==> src/rtl/router_pkg.sv <==
// router_pkg: shared types and helpers for the mesh router forwarding stages.
//
// Contents:
//   dir_e        destination of a decoded packet (ROUTE / NORTH / SOUTH)
//   PKT_W ...    default packet field layout and derived field widths
//   dir_decode() destination from the dx-nonzero flag and the dy sign bit
//   dx_step()    one hop along x: decrement (east) or increment (west), wrapping
//   sat_inc()    16-bit saturating increment used by the optional statistics
package router_pkg;

  localparam int PKT_W   = 30;
  localparam int DX_HI   = 29;
  localparam int DX_LO   = 21;
  localparam int DY_HI   = 20;
  localparam int DY_LO   = 12;
  localparam int DX_W    = DX_HI - DX_LO + 1;
  localparam int DY_W    = DY_HI - DY_LO + 1;
  localparam int STRIP_W = PKT_W - (DX_HI - DY_HI);

  typedef enum logic [1:0] {
    DIR_ROUTE = 2'd0,
    DIR_NORTH = 2'd1,
    DIR_SOUTH = 2'd2
  } dir_e;

  function automatic dir_e dir_decode(input logic dx_nonzero, input logic dy_sign);
    if (dx_nonzero) return DIR_ROUTE;
    return dy_sign ? DIR_SOUTH : DIR_NORTH;
  endfunction

  function automatic logic [DX_W-1:0] dx_step(input logic [DX_W-1:0] dx, input logic east);
    return east ? dx - DX_W'(1) : dx + DX_W'(1);
  endfunction

  function automatic logic [15:0] sat_inc(input logic [15:0] v, input logic en);
    return (en && v != 16'hFFFF) ? v + 16'd1 : v;
  endfunction

endpackage

==> src/rtl/fifo_buffer.sv <==
// fifo_buffer: first-word-fall-through FIFO used for each forwarding output.
//
// Ports:
//   clk, rst   clock, synchronous active-high reset (empties the FIFO)
//   wen, din   write request and data; ignored while full
//   ren        pop request; ignored while empty
//   dout       head entry, forced to 0 while empty
//   empty/full occupancy flags
module fifo_buffer #(
  parameter int WIDTH = 30,
  parameter int DEPTH = 4
) (
  input  logic             clk,
  input  logic             rst,
  input  logic             wen,
  input  logic [WIDTH-1:0] din,
  input  logic             ren,
  output logic [WIDTH-1:0] dout,
  output logic             empty,
  output logic             full
);

  localparam int AW = $clog2(DEPTH);

  logic [WIDTH-1:0] r_mem [DEPTH];
  logic [AW:0]      r_wr_ptr;
  logic [AW:0]      r_rd_ptr;
  logic             w_do_wr;
  logic             w_do_rd;

  // Pointers carry one extra wrap bit to tell full from empty.
  assign empty   = (r_wr_ptr == r_rd_ptr);
  assign full    = (r_wr_ptr[AW] != r_rd_ptr[AW]) && (r_wr_ptr[AW-1:0] == r_rd_ptr[AW-1:0]);
  assign w_do_wr = wen && !full;
  assign w_do_rd = ren && !empty;
  assign dout    = empty ? '0 : r_mem[r_rd_ptr[AW-1:0]];

  always_ff @(posedge clk) begin
    if (rst) begin
      r_wr_ptr <= '0;
      r_rd_ptr <= '0;
    end else begin
      if (w_do_wr) r_wr_ptr <= r_wr_ptr + 1'b1;
      if (w_do_rd) r_rd_ptr <= r_rd_ptr + 1'b1;
    end
  end

  // NOTE: the storage array is deliberately not reset; stale contents are
  // never visible because dout is masked while the FIFO is empty.
  always_ff @(posedge clk) begin
    if (w_do_wr) r_mem[r_wr_ptr[AW-1:0]] <= din;
  end

endmodule

==> src/rtl/rr_arbiter.sv <==
// rr_arbiter: fair round-robin arbiter with a combinational one-hot grant.
//
// Ports:
//   clk, rst   clock, synchronous active-high reset (pointer returns to 0)
//   req[N]     request vector
//   advance    a grant was taken this cycle; pointer moves past the winner
//   grant[N]   one-hot (or zero) grant: first requester at or after the pointer
module rr_arbiter #(
  parameter int N = 3
) (
  input  logic         clk,
  input  logic         rst,
  input  logic [N-1:0] req,
  input  logic         advance,
  output logic [N-1:0] grant
);

  localparam int PTR_W = $clog2(N);

  logic [PTR_W-1:0] r_ptr;
  logic [PTR_W-1:0] w_idx;
  logic [PTR_W-1:0] w_cand;
  logic             w_found;

  // NOTE: every variable gets a default at the top of the block so no path
  // leaves it unassigned, which would otherwise infer a latch.
  always_comb begin
    grant   = '0;
    w_idx   = '0;
    w_cand  = '0;
    w_found = 1'b0;
    for (int k = 0; k < N; k++) begin
      w_cand = PTR_W'((int'(r_ptr) + k) % N);
      if (!w_found && req[w_cand]) begin
        w_found = 1'b1;
        w_idx   = w_cand;
      end
    end
    if (w_found) grant[w_idx] = 1'b1;
  end

  // NOTE: state registers use non-blocking assignments so every flop samples
  // the pre-edge values, independent of block evaluation order.
  always_ff @(posedge clk) begin
    if (rst) begin
      r_ptr <= '0;
    end else if (advance && w_found) begin
      r_ptr <= (w_idx == PTR_W'(N - 1)) ? '0 : w_idx + PTR_W'(1);
    end
  end

endmodule

==> src/rtl/forward_ew_nway.sv <==
// forward_ew_nway: east/west forwarding stage merging NUM_SRC FWFT sources.
//
// Each source head is decoded: dx != 0 goes to the routing FIFO with dx moved one
// hop (EAST=1 decrements, EAST=0 increments); dx == 0 goes north (dy >= 0) or
// south (dy < 0) with the dx field stripped. A round-robin arbiter picks one
// source per cycle among those whose own destination FIFO has room.
//
// Ports:
//   clk, rst                    clock, synchronous active-high reset
//   din, src_empty, src_ren     source heads / empty flags / pop strobes
//   ren_in_routing/north/south  downstream pops of the three output FIFOs
//   dout_routing/north/south    output FIFO heads (north/south are stripped)
//   *_buffer_empty              output FIFO empty flags
//   stat_*                      packet and stall counters, only when the
//                               FORWARD_EW_STATS_EN macro is defined
module forward_ew_nway
  import router_pkg::*;
#(
  parameter int PACKET_WIDTH = PKT_W,
  parameter int DX_MSB       = DX_HI,
  parameter int DX_LSB       = DX_LO,
  parameter int DY_MSB       = DY_HI,
  parameter int DY_LSB       = DY_LO,
  parameter int BUFFER_DEPTH = 4,
  parameter int NUM_SRC      = 3,
  parameter int EAST         = 1
) (
  input  logic                                   clk,
  input  logic                                   rst,
  input  logic [NUM_SRC*PACKET_WIDTH-1:0]        din,
  input  logic [NUM_SRC-1:0]                     src_empty,
  output logic [NUM_SRC-1:0]                     src_ren,
  input  logic                                   ren_in_routing,
  input  logic                                   ren_in_north,
  input  logic                                   ren_in_south,
  output logic [PACKET_WIDTH-1:0]                dout_routing,
  output logic [PACKET_WIDTH-(DX_MSB-DY_MSB)-1:0] dout_north,
  output logic [PACKET_WIDTH-(DX_MSB-DY_MSB)-1:0] dout_south,
  output logic                                   routing_buffer_empty,
  output logic                                   north_buffer_empty,
  output logic                                   south_buffer_empty
`ifdef FORWARD_EW_STATS_EN
  ,
  output logic [15:0]                            stat_pkts_route,
  output logic [15:0]                            stat_pkts_north,
  output logic [15:0]                            stat_pkts_south,
  output logic [15:0]                            stat_stall_cycles
`endif
);

  localparam int SW   = PACKET_WIDTH - (DX_MSB - DY_MSB);
  localparam int DROP = DX_MSB - DY_MSB;
  localparam logic [PACKET_WIDTH-1:0] LOW_MASK = PACKET_WIDTH'((64'd1 << (DY_MSB + 1)) - 64'd1);

  // The dx arithmetic comes from router_pkg, so the field layout must match it.
  if ((DX_MSB - DX_LSB + 1) != DX_W || (DY_MSB - DY_LSB + 1) != DY_W ||
      NUM_SRC < 2 || BUFFER_DEPTH < 2 || (BUFFER_DEPTH & (BUFFER_DEPTH - 1)) != 0) begin : g_bad_cfg
    $error("forward_ew_nway: unsupported field layout or size parameters");
  end

  dir_e                    w_dir      [NUM_SRC];
  logic [PACKET_WIDTH-1:0] w_routed   [NUM_SRC];
  logic [SW-1:0]           w_stripped [NUM_SRC];
  logic [PACKET_WIDTH-1:0] w_head;
  logic [NUM_SRC-1:0]      w_req;
  logic [NUM_SRC-1:0]      w_grant;
  logic                    w_dest_full;
  logic                    w_full_route, w_full_north, w_full_south;
  logic                    w_wen_route, w_wen_north, w_wen_south;
  logic [PACKET_WIDTH-1:0] w_wdata_route;
  logic [SW-1:0]           w_wdata_north, w_wdata_south;

  // Per-source decode and request. Requests use this cycle's full flags, so a
  // same-cycle downstream pop never frees a slot early; reset masks all requests.
  always_comb begin
    w_head      = '0;
    w_dest_full = 1'b0;
    w_req       = '0;
    for (int i = 0; i < NUM_SRC; i++) begin
      w_head   = din[i*PACKET_WIDTH +: PACKET_WIDTH];
      w_dir[i] = dir_decode(|w_head[DX_MSB:DX_LSB], w_head[DY_MSB]);
      w_routed[i] = w_head;
      w_routed[i][DX_MSB:DX_LSB] = dx_step(w_head[DX_MSB:DX_LSB], EAST != 0);
      // Keep bits at or below the dy MSB, pull the bits above dx down over it.
      w_stripped[i] = SW'((w_head & LOW_MASK) | ((w_head >> DROP) & ~LOW_MASK));
      case (w_dir[i])
        DIR_ROUTE: w_dest_full = w_full_route;
        DIR_NORTH: w_dest_full = w_full_north;
        DIR_SOUTH: w_dest_full = w_full_south;
        default:   w_dest_full = 1'b1;
      endcase
      w_req[i] = !rst && !src_empty[i] && !w_dest_full;
    end
  end

  rr_arbiter #(.N(NUM_SRC)) u_arb (
    .clk     (clk),
    .rst     (rst),
    .req     (w_req),
    .advance (|w_grant),
    .grant   (w_grant)
  );

  assign src_ren = w_grant;

  // Steer the single granted packet to its destination FIFO.
  always_comb begin
    w_wen_route   = 1'b0;
    w_wen_north   = 1'b0;
    w_wen_south   = 1'b0;
    w_wdata_route = '0;
    w_wdata_north = '0;
    w_wdata_south = '0;
    for (int i = 0; i < NUM_SRC; i++) begin
      if (w_grant[i]) begin
        case (w_dir[i])
          DIR_ROUTE: begin w_wen_route = 1'b1; w_wdata_route = w_routed[i];   end
          DIR_NORTH: begin w_wen_north = 1'b1; w_wdata_north = w_stripped[i]; end
          DIR_SOUTH: begin w_wen_south = 1'b1; w_wdata_south = w_stripped[i]; end
          default:   ;
        endcase
      end
    end
  end

  fifo_buffer #(.WIDTH(PACKET_WIDTH), .DEPTH(BUFFER_DEPTH)) u_fifo_route (
    .clk (clk), .rst (rst), .wen (w_wen_route), .din (w_wdata_route),
    .ren (ren_in_routing), .dout (dout_routing),
    .empty (routing_buffer_empty), .full (w_full_route)
  );

  fifo_buffer #(.WIDTH(SW), .DEPTH(BUFFER_DEPTH)) u_fifo_north (
    .clk (clk), .rst (rst), .wen (w_wen_north), .din (w_wdata_north),
    .ren (ren_in_north), .dout (dout_north),
    .empty (north_buffer_empty), .full (w_full_north)
  );

  fifo_buffer #(.WIDTH(SW), .DEPTH(BUFFER_DEPTH)) u_fifo_south (
    .clk (clk), .rst (rst), .wen (w_wen_south), .din (w_wdata_south),
    .ren (ren_in_south), .dout (dout_south),
    .empty (south_buffer_empty), .full (w_full_south)
  );

`ifdef FORWARD_EW_STATS_EN
  logic w_stall;
  assign w_stall = (|(~src_empty)) && !(|w_grant);

  always_ff @(posedge clk) begin
    if (rst) begin
      stat_pkts_route   <= '0;
      stat_pkts_north   <= '0;
      stat_pkts_south   <= '0;
      stat_stall_cycles <= '0;
    end else begin
      stat_pkts_route   <= sat_inc(stat_pkts_route,   w_wen_route);
      stat_pkts_north   <= sat_inc(stat_pkts_north,   w_wen_north);
      stat_pkts_south   <= sat_inc(stat_pkts_south,   w_wen_south);
      stat_stall_cycles <= sat_inc(stat_stall_cycles, w_stall);
    end
  end
`endif

endmodule
==> config.mk <==
export PLATFORM = sky130hd
export DESIGN_NAME = forward_ew_nway
export DESIGN_NICKNAME = d
export VERILOG_FILES = /design/src/rtl/router_pkg.sv /design/src/rtl/fifo_buffer.sv /design/src/rtl/rr_arbiter.sv /design/src/rtl/forward_ew_nway.sv
export SDC_FILE = /design/constraint.sdc
export NUM_CORES = 1
export LEC_CHECK = 0
export BUFFER_PORTS_ARGS = -buffer_cell sky130_fd_sc_hd__buf_4
export CAP_MARGIN = 25
export CORE_MARGIN = 2
export CORE_UTILIZATION = 59
export DETAILED_ROUTE_END_ITERATION = 8
export MAX_ROUTING_LAYER = met4
export PLACE_DENSITY = 0.87
export SKIP_LAST_GASP = 1
export SYNTH_ARGS = -nofsm -noshare
export SYNTH_HDL_FRONTEND = slang
export SYNTH_HIERARCHICAL = 1
export SYNTH_SLANG_ARGS = --single-unit
==> constraint.sdc <==
create_clock -name clk -period 9.2 [get_ports clk]
set_input_delay 1.84 -clock clk [delete_from_list [all_inputs] [get_ports clk]]
set_output_delay 1.84 -clock clk [all_outputs]
set_load 0.05 [all_outputs]
==> metrics.txt, run 1 <==
outcome complete, no violations; worst path required time between 7 and 8 ns; Setup Buffers After CTS 0; hold slack final ~0.53 ns; WL final ~40 mm; Synth top cells by count edfxtp_1 (288), nor2b_1 (82), nor2_1 (79), mux4_2 (72), nand2_1 (66); final net count 1415; Top FF cell, synth edfxtp_1; fmax 0.1301 GHz; Clk Latency, worst-skew pair around 0.56 ns; CTS tree yes; peak fanout along the critical path 12; Vias about 11k; Final Max Tran Viols 0; dominant cells by area after synthesis edfxtp_1 (56%), mux4_2 (11%), dfxtp_1 (3.4%); Area Growth Syn to Fin 17.83%; hold-fix buffers at CTS 0; First DRT Iteration DRCs 1367; Pwr Total ~5.2 mW; sequential fraction of the synthesis area roughly three fifths; Ant. Diodes 0; filler instances roughly 1.5k; Site Rows slightly below 60; R2R Setup Slk approximately 2.4 ns; Die X roughly 170 um; HPWL after DPL around 27 mm; die area roughly 27000 um^2; remaining antenna violation count 0; Clock transition at path regs roughly 0.060 ns; fin util a little under three quarters; Tmin final between 7 and 8 ns; CTS Buf Count 30; asr flop ratio synth 0%; TNS Setup 0 ns; vias in the first global route 10.38k; detail-routed net length per standard cell 24.52 um; min-delay worst type reg -> reg; Mapped Avg Cell Area approximately 14 um^2; Critical Path Start Type input pin; pwr dens a little under 300 nW/um^2; Worst Tran Pin Value 1.155 ns; Top cell by count, worst path buf_4; RSZ-0062 raised after global routing no; Worst R2R Path Depth 19; CTS Sinks between 300 and 400; initial antenna violation count 0; Ys Warns 6; CP top delay family compound AO/OA/AOI/OAI gates; cell area after layout 18040 um^2; Max-Cap Viols 0; critical path depth in cells 12; largest net degree at the start of global routing 43; slowest cell delay on critical path roughly 1.0 ns; CTS resizes 0; GRT overflow 0; Slew HR 20.99%; Ports ~180; Critical Path AT between 5 and 6 ns; #FFs+latches synth about 310; # DRC 0; Slowest cell on crit path a2111oi_0; Post-Syn Area 15310 um^2; clk buf depth 3; Worst Setup End Kind primary output; DIE HEIGHT about 170 um; Root Buffer clkbuf_16; top cell type's share of synthesized area a little under three fifths; Worst Setup EP src_ren[0]; GRT Total Usage 30.18%; RR Startpoint u_fifo_south/r_wr_ptr[0]$_SDFFE_PP0P_; PortBufs about 180; R2R Path End u_fifo_south/r_mem[0][5]$_DFFE_PP_; Unique masters post-synth 68; share of cells above drive strength 1 between 20% and 30%; critical path startpoint din[81]; Via density between 6 and 7; Syn Inst Count ~1.1k; worst vdd ir 238.5 uV; Post-Place Cell Area 16930 um^2; iteration count of the initial detailed-routing pass 7; Yosys top cell by area edfxtp_1; cell leakage power 6.555 nW; Fin. Hold Viols 0; worst path buffer plus inverter count 3; core box area 25330 um^2; count leader, synth edfxtp_1; GP Congestion between 0.9 and 1; global-route wire length before repair between 50 and 60 mm; Post-synth EDFFs between 200 and 300; Setup CP Type in -> out; Final period util a little over four fifths; critical path cell sequence buf_4 -> inv_1 -> ha_1 -> nor4b_2 -> nand2_1 -> a2111oi_0 -> mux2i_1 -> o21ai_1 -> a311o_1 -> a32oi_1 -> nor3_1 -> buf_4; htree depth 1; initial core utilization a little over 60%; Setup violations, final 0; Layout Skew about 0.0091 ns
## registers in the layout (all words and copies together) (netlist names), named ones only
| name | count |
|---|---|
| u_fifo_route/r_mem | 120 |
| u_fifo_north/r_mem | 84 |
| u_fifo_south/r_mem | 84 |
| u_fifo_north/r_rd_ptr | 3 |
| u_fifo_north/r_wr_ptr | 3 |
| u_fifo_route/r_rd_ptr | 3 |
| u_fifo_route/r_wr_ptr | 3 |
| u_fifo_south/r_rd_ptr | 3 |
| u_fifo_south/r_wr_ptr | 3 |
| u_arb/r_ptr | 2 |
## cells by family (layout without fill, tap and decap cells)
kind of cell	after synthesis	after routing	share of synthesized area [%]
adder cells (fa/ha/maj)	22	22	1.798
AND/OR/NAND/NOR	403	403	14.85
AO/OA/AOI/OAI	180	180	7.656
other	1	4	0.02449
XOR/XNOR	27	27	1.593
buffers and inverters	97	290	3.154
multiplexers	79	79	11.05
flip-flops	314	314	59.87
## layout by cell type, fill, tap and decap left out, types with 17 or more instances in the layout
master,instances
nand3_1,64
clkbuf_16,32
buf_4,198
nor2b_1,82
ha_1,22
edfxtp_1,288
dfxtp_1,25
a31oi_1,51
mux4_2,72
a21oi_1,53
nand3_2,20
o21ai_0,17
nand2_1,66
nor2_1,76
inv_1,28
## tightest hold or removal path, stage by stage, from the launching register on
cell and delay [ns]:
dfxtp_1 0.34, nand2b_1 0.08, a21oi_1 0.06
## layer usage
metal	wire length, um	track usage, %	up-vias	share of wire (%)
li1	-	-	4680	-
met1	14540	38.25	5244	36
met2	20000	49.02	744	49
met3	4321	6.044	123	11
met4	1576	10.79	0	3.9
met5	0	-	-	0
## cell type report
type,instances,area (um^2),area share [%]
clock inverters,17,175.2,0.9708
clock buffers,39,804.5,4.459
repair buffers,206,1669,9.250
flip-flops and latches,314,9170,50.82
inverters,28,105.1,0.5825
well taps,330,412.9,2.288
multi-input cells,715,5707,31.63
## where the power goes
part	leakage (nW)	switching, mW	total [mW]	internal [mW]
Combinational	2.82	1.34	1.98	0.635
Clock	0.478	0.523	1.23	0.702
Sequential	3.26	0.0904	2.02	1.93
## worst min path at each step
stage,start,endpoint,slack (ns),cells after the start
after floorplan,u_arb/r_ptr[1]$_SDFFE_PP0P_,u_arb/r_ptr[1]$_SDFFE_PP0P_,0.48,2
after CTS,u_arb/r_ptr[1]$_SDFFE_PP0P_,u_arb/r_ptr[1]$_SDFFE_PP0P_,0.53,2
final,u_arb/r_ptr[1]$_SDFFE_PP0P_,u_arb/r_ptr[1]$_SDFFE_PP0P_,0.53,2
after global routing,u_arb/r_ptr[1]$_SDFFE_PP0P_,u_arb/r_ptr[1]$_SDFFE_PP0P_,0.56,2
after global placement,u_arb/r_ptr[1]$_SDFFE_PP0P_,u_arb/r_ptr[1]$_SDFFE_PP0P_,0.50,2
after detailed placement,u_arb/r_ptr[1]$_SDFFE_PP0P_,u_arb/r_ptr[1]$_SDFFE_PP0P_,0.52,2
## metrics by stage
step,setup slack [ns],instances
after detailed placement,1.111,1587
after global routing,1.161,1649
after floorplan,0.4344,1126
final,1.515,1649
after global placement,1.509,1585
after CTS,1.693,1643
No activity file was read; power rests on OpenSTA's default activity.
==> inputs of run 2 (changes only) <==
Settings changed: CORE_UTILIZATION 59 to 53, PLACE_DENSITY 0.87 to 0.83.
Clock period 9.2 ns to 6.3 ns, I/O delays scaled along.
==> run 2 against run 1 <==
  * Sequential cell count is the same
  * Sequential power grew 46%
  * Cell count grew 3.3%
  * Critical endpoint unchanged
  * Largest cell class unchanged
  * Largest power group unchanged
  * Highest routed layer unchanged
==> metrics.txt, run 2 (synthesis results as in run 1) <==
PortBufs around 180; remaining antenna violation count 0; initial core utilization between 50 and 60%; worst path required time roughly 5.0 ns; Die X about 170 um; Setup Buffers After CTS 0; Setup CP Type in -> out; Worst R2R Path Depth 16; clk buf depth 3; worst setup margin between 0.5 and 0.6 ns; die area just over 30000 um^2; worst vdd ir ~280 uV; CTS Sinks 314; Place WS roughly 0.095 ns; Worst Setup End Kind primary output; Ant. Diodes 0; DIE HEIGHT around 170 um; detail-routed net length per standard cell between 20 and 25 um; Slew HR between 30% and 40%; vias in the first global route 10.57k; iteration count of the initial detailed-routing pass 5; max reg flops 120; Critical Path Start Type input pin; TNS Setup 0 ns; Fin. Hold Viols 0; Worst Tran Pin Value 1.033 ns; largest net degree at the start of global routing 42; GRT Total Usage between 20% and 30%; pwr dens approximately 420 nW/um^2; peak fanout along the critical path 8; final net count ~1.4k; Setup violations, final 0; Via density about 6.3; core box area roughly 29000 um^2; CTS Buf Count 31; Critical Path AT roughly 4.5 ns; filler instances 2062; First DRT Iteration DRCs ~1.3k; most frequent cells in the layout edfxtp_1 (288), buf_4 (202), nor2b_1 (82); fmax between 0.15 and 0.2 GHz; RSZ-0062 raised after global routing no; Root Buffer clkbuf_16; hold-fix buffers at CTS 0; initial antenna violation count 0; Clk Latency, worst-skew pair 0.55 ns; Area Growth Syn to Fin 17.86%; Clock transition at path regs 0.06 ns; WL final between 30 and 40 mm; Site Rows between 60 and 70; CTS resizes 0; most common cell after layout, fill and taps aside edfxtp_1; Worst Hold Depth 2; share of cells above drive strength 1 28.73%; GRT overflow 0; Vias around 11k; Final Max Tran Viols 0; HPWL after DPL roughly 26 mm; CTS tree yes; min-delay worst type reg -> reg; outcome complete, no violations; Tmin final ~5.8 ns; cell leakage power ~6.5 nW; Final period util 91.40%; htree depth 1; global-route wire length before repair just over 60 mm; Max-Cap Viols 0; Layout Skew between 0.01 and 0.015 ns; Ports between 150 and 200; GP Congestion about 0.88; # DRC 0
## run 2: layout make-up
class	count	area [um^2]	area share (%)
multi-input cells	715	5744	31.83
well taps	384	480.5	2.662
repair buffers	207	1632	9.040
clock buffers	38	802.0	4.444
inverters	28	105.1	0.5823
clock inverters	17	113.9	0.6308
flip-flops and latches	314	9171	50.81
## run 2: path summary, 6_finish.rpt
path / slack [ns] / startpoint / endpoint
min: 0.53 / u_arb/r_ptr[1]$_SDFFE_PP0P_ / u_arb/r_ptr[1]$_SDFFE_PP0P_
max reg2reg: 0.71 / u_fifo_north/r_wr_ptr[0]$_SDFFE_PP0P_ / u_fifo_north/r_mem[0][6]$_DFFE_PP_
min reg2reg: 0.53 / u_arb/r_ptr[1]$_SDFFE_PP0P_ / u_arb/r_ptr[1]$_SDFFE_PP0P_
max: 0.54 / din[21] / src_ren[0]
## run 2: critical path, cell delays in order
cell,delay [ns]
buf_4,0.12
inv_1,0.08
ha_1,0.19
or4b_1,0.65
o21ai_0,0.23
o31ai_1,0.09
nor3_1,0.50
mux2i_1,0.20
o21ai_1,0.38
a2111oi_4,0.09
and3b_1,0.41
nor3_4,0.10
buf_4,0.21
## run 2: stage by stage
step           total power, mW  hold WS [ns]  instance area [um^2]  instances  util [%]
2_1_floorplan            4.927        0.4768                 15370       1126         -
3_3_place_gp             5.817        0.4986                 17080       1646     59.82
3_5_place_dp             5.887        0.5140                 17080       1646     59.82
4_1_cts                  7.565        0.5256                 17990       1701     63.03
5_1_grt                  7.832        0.5596                 18050       1703     63.22
6_report                 7.542        0.5270                 18050       1703     63.22
## run 2: layer usage
metal  GRT usage, %  vias up  wire length, um
li1               -     4687                -
met1          34.25     5288            14860
met2          42.78      701            19520
met3          5.468       97             4045
met4          9.874        0             1363
met5              -        -                0
## run 2: where the power goes
group | internal [mW] | switching (mW) | leakage (nW) | total, mW
combinational | 0.961 | 1.96 | 2.82 | 2.92
clock | 0.940 | 0.734 | 0.444 | 1.67
sequential | 2.82 | 0.131 | 3.26 | 2.95
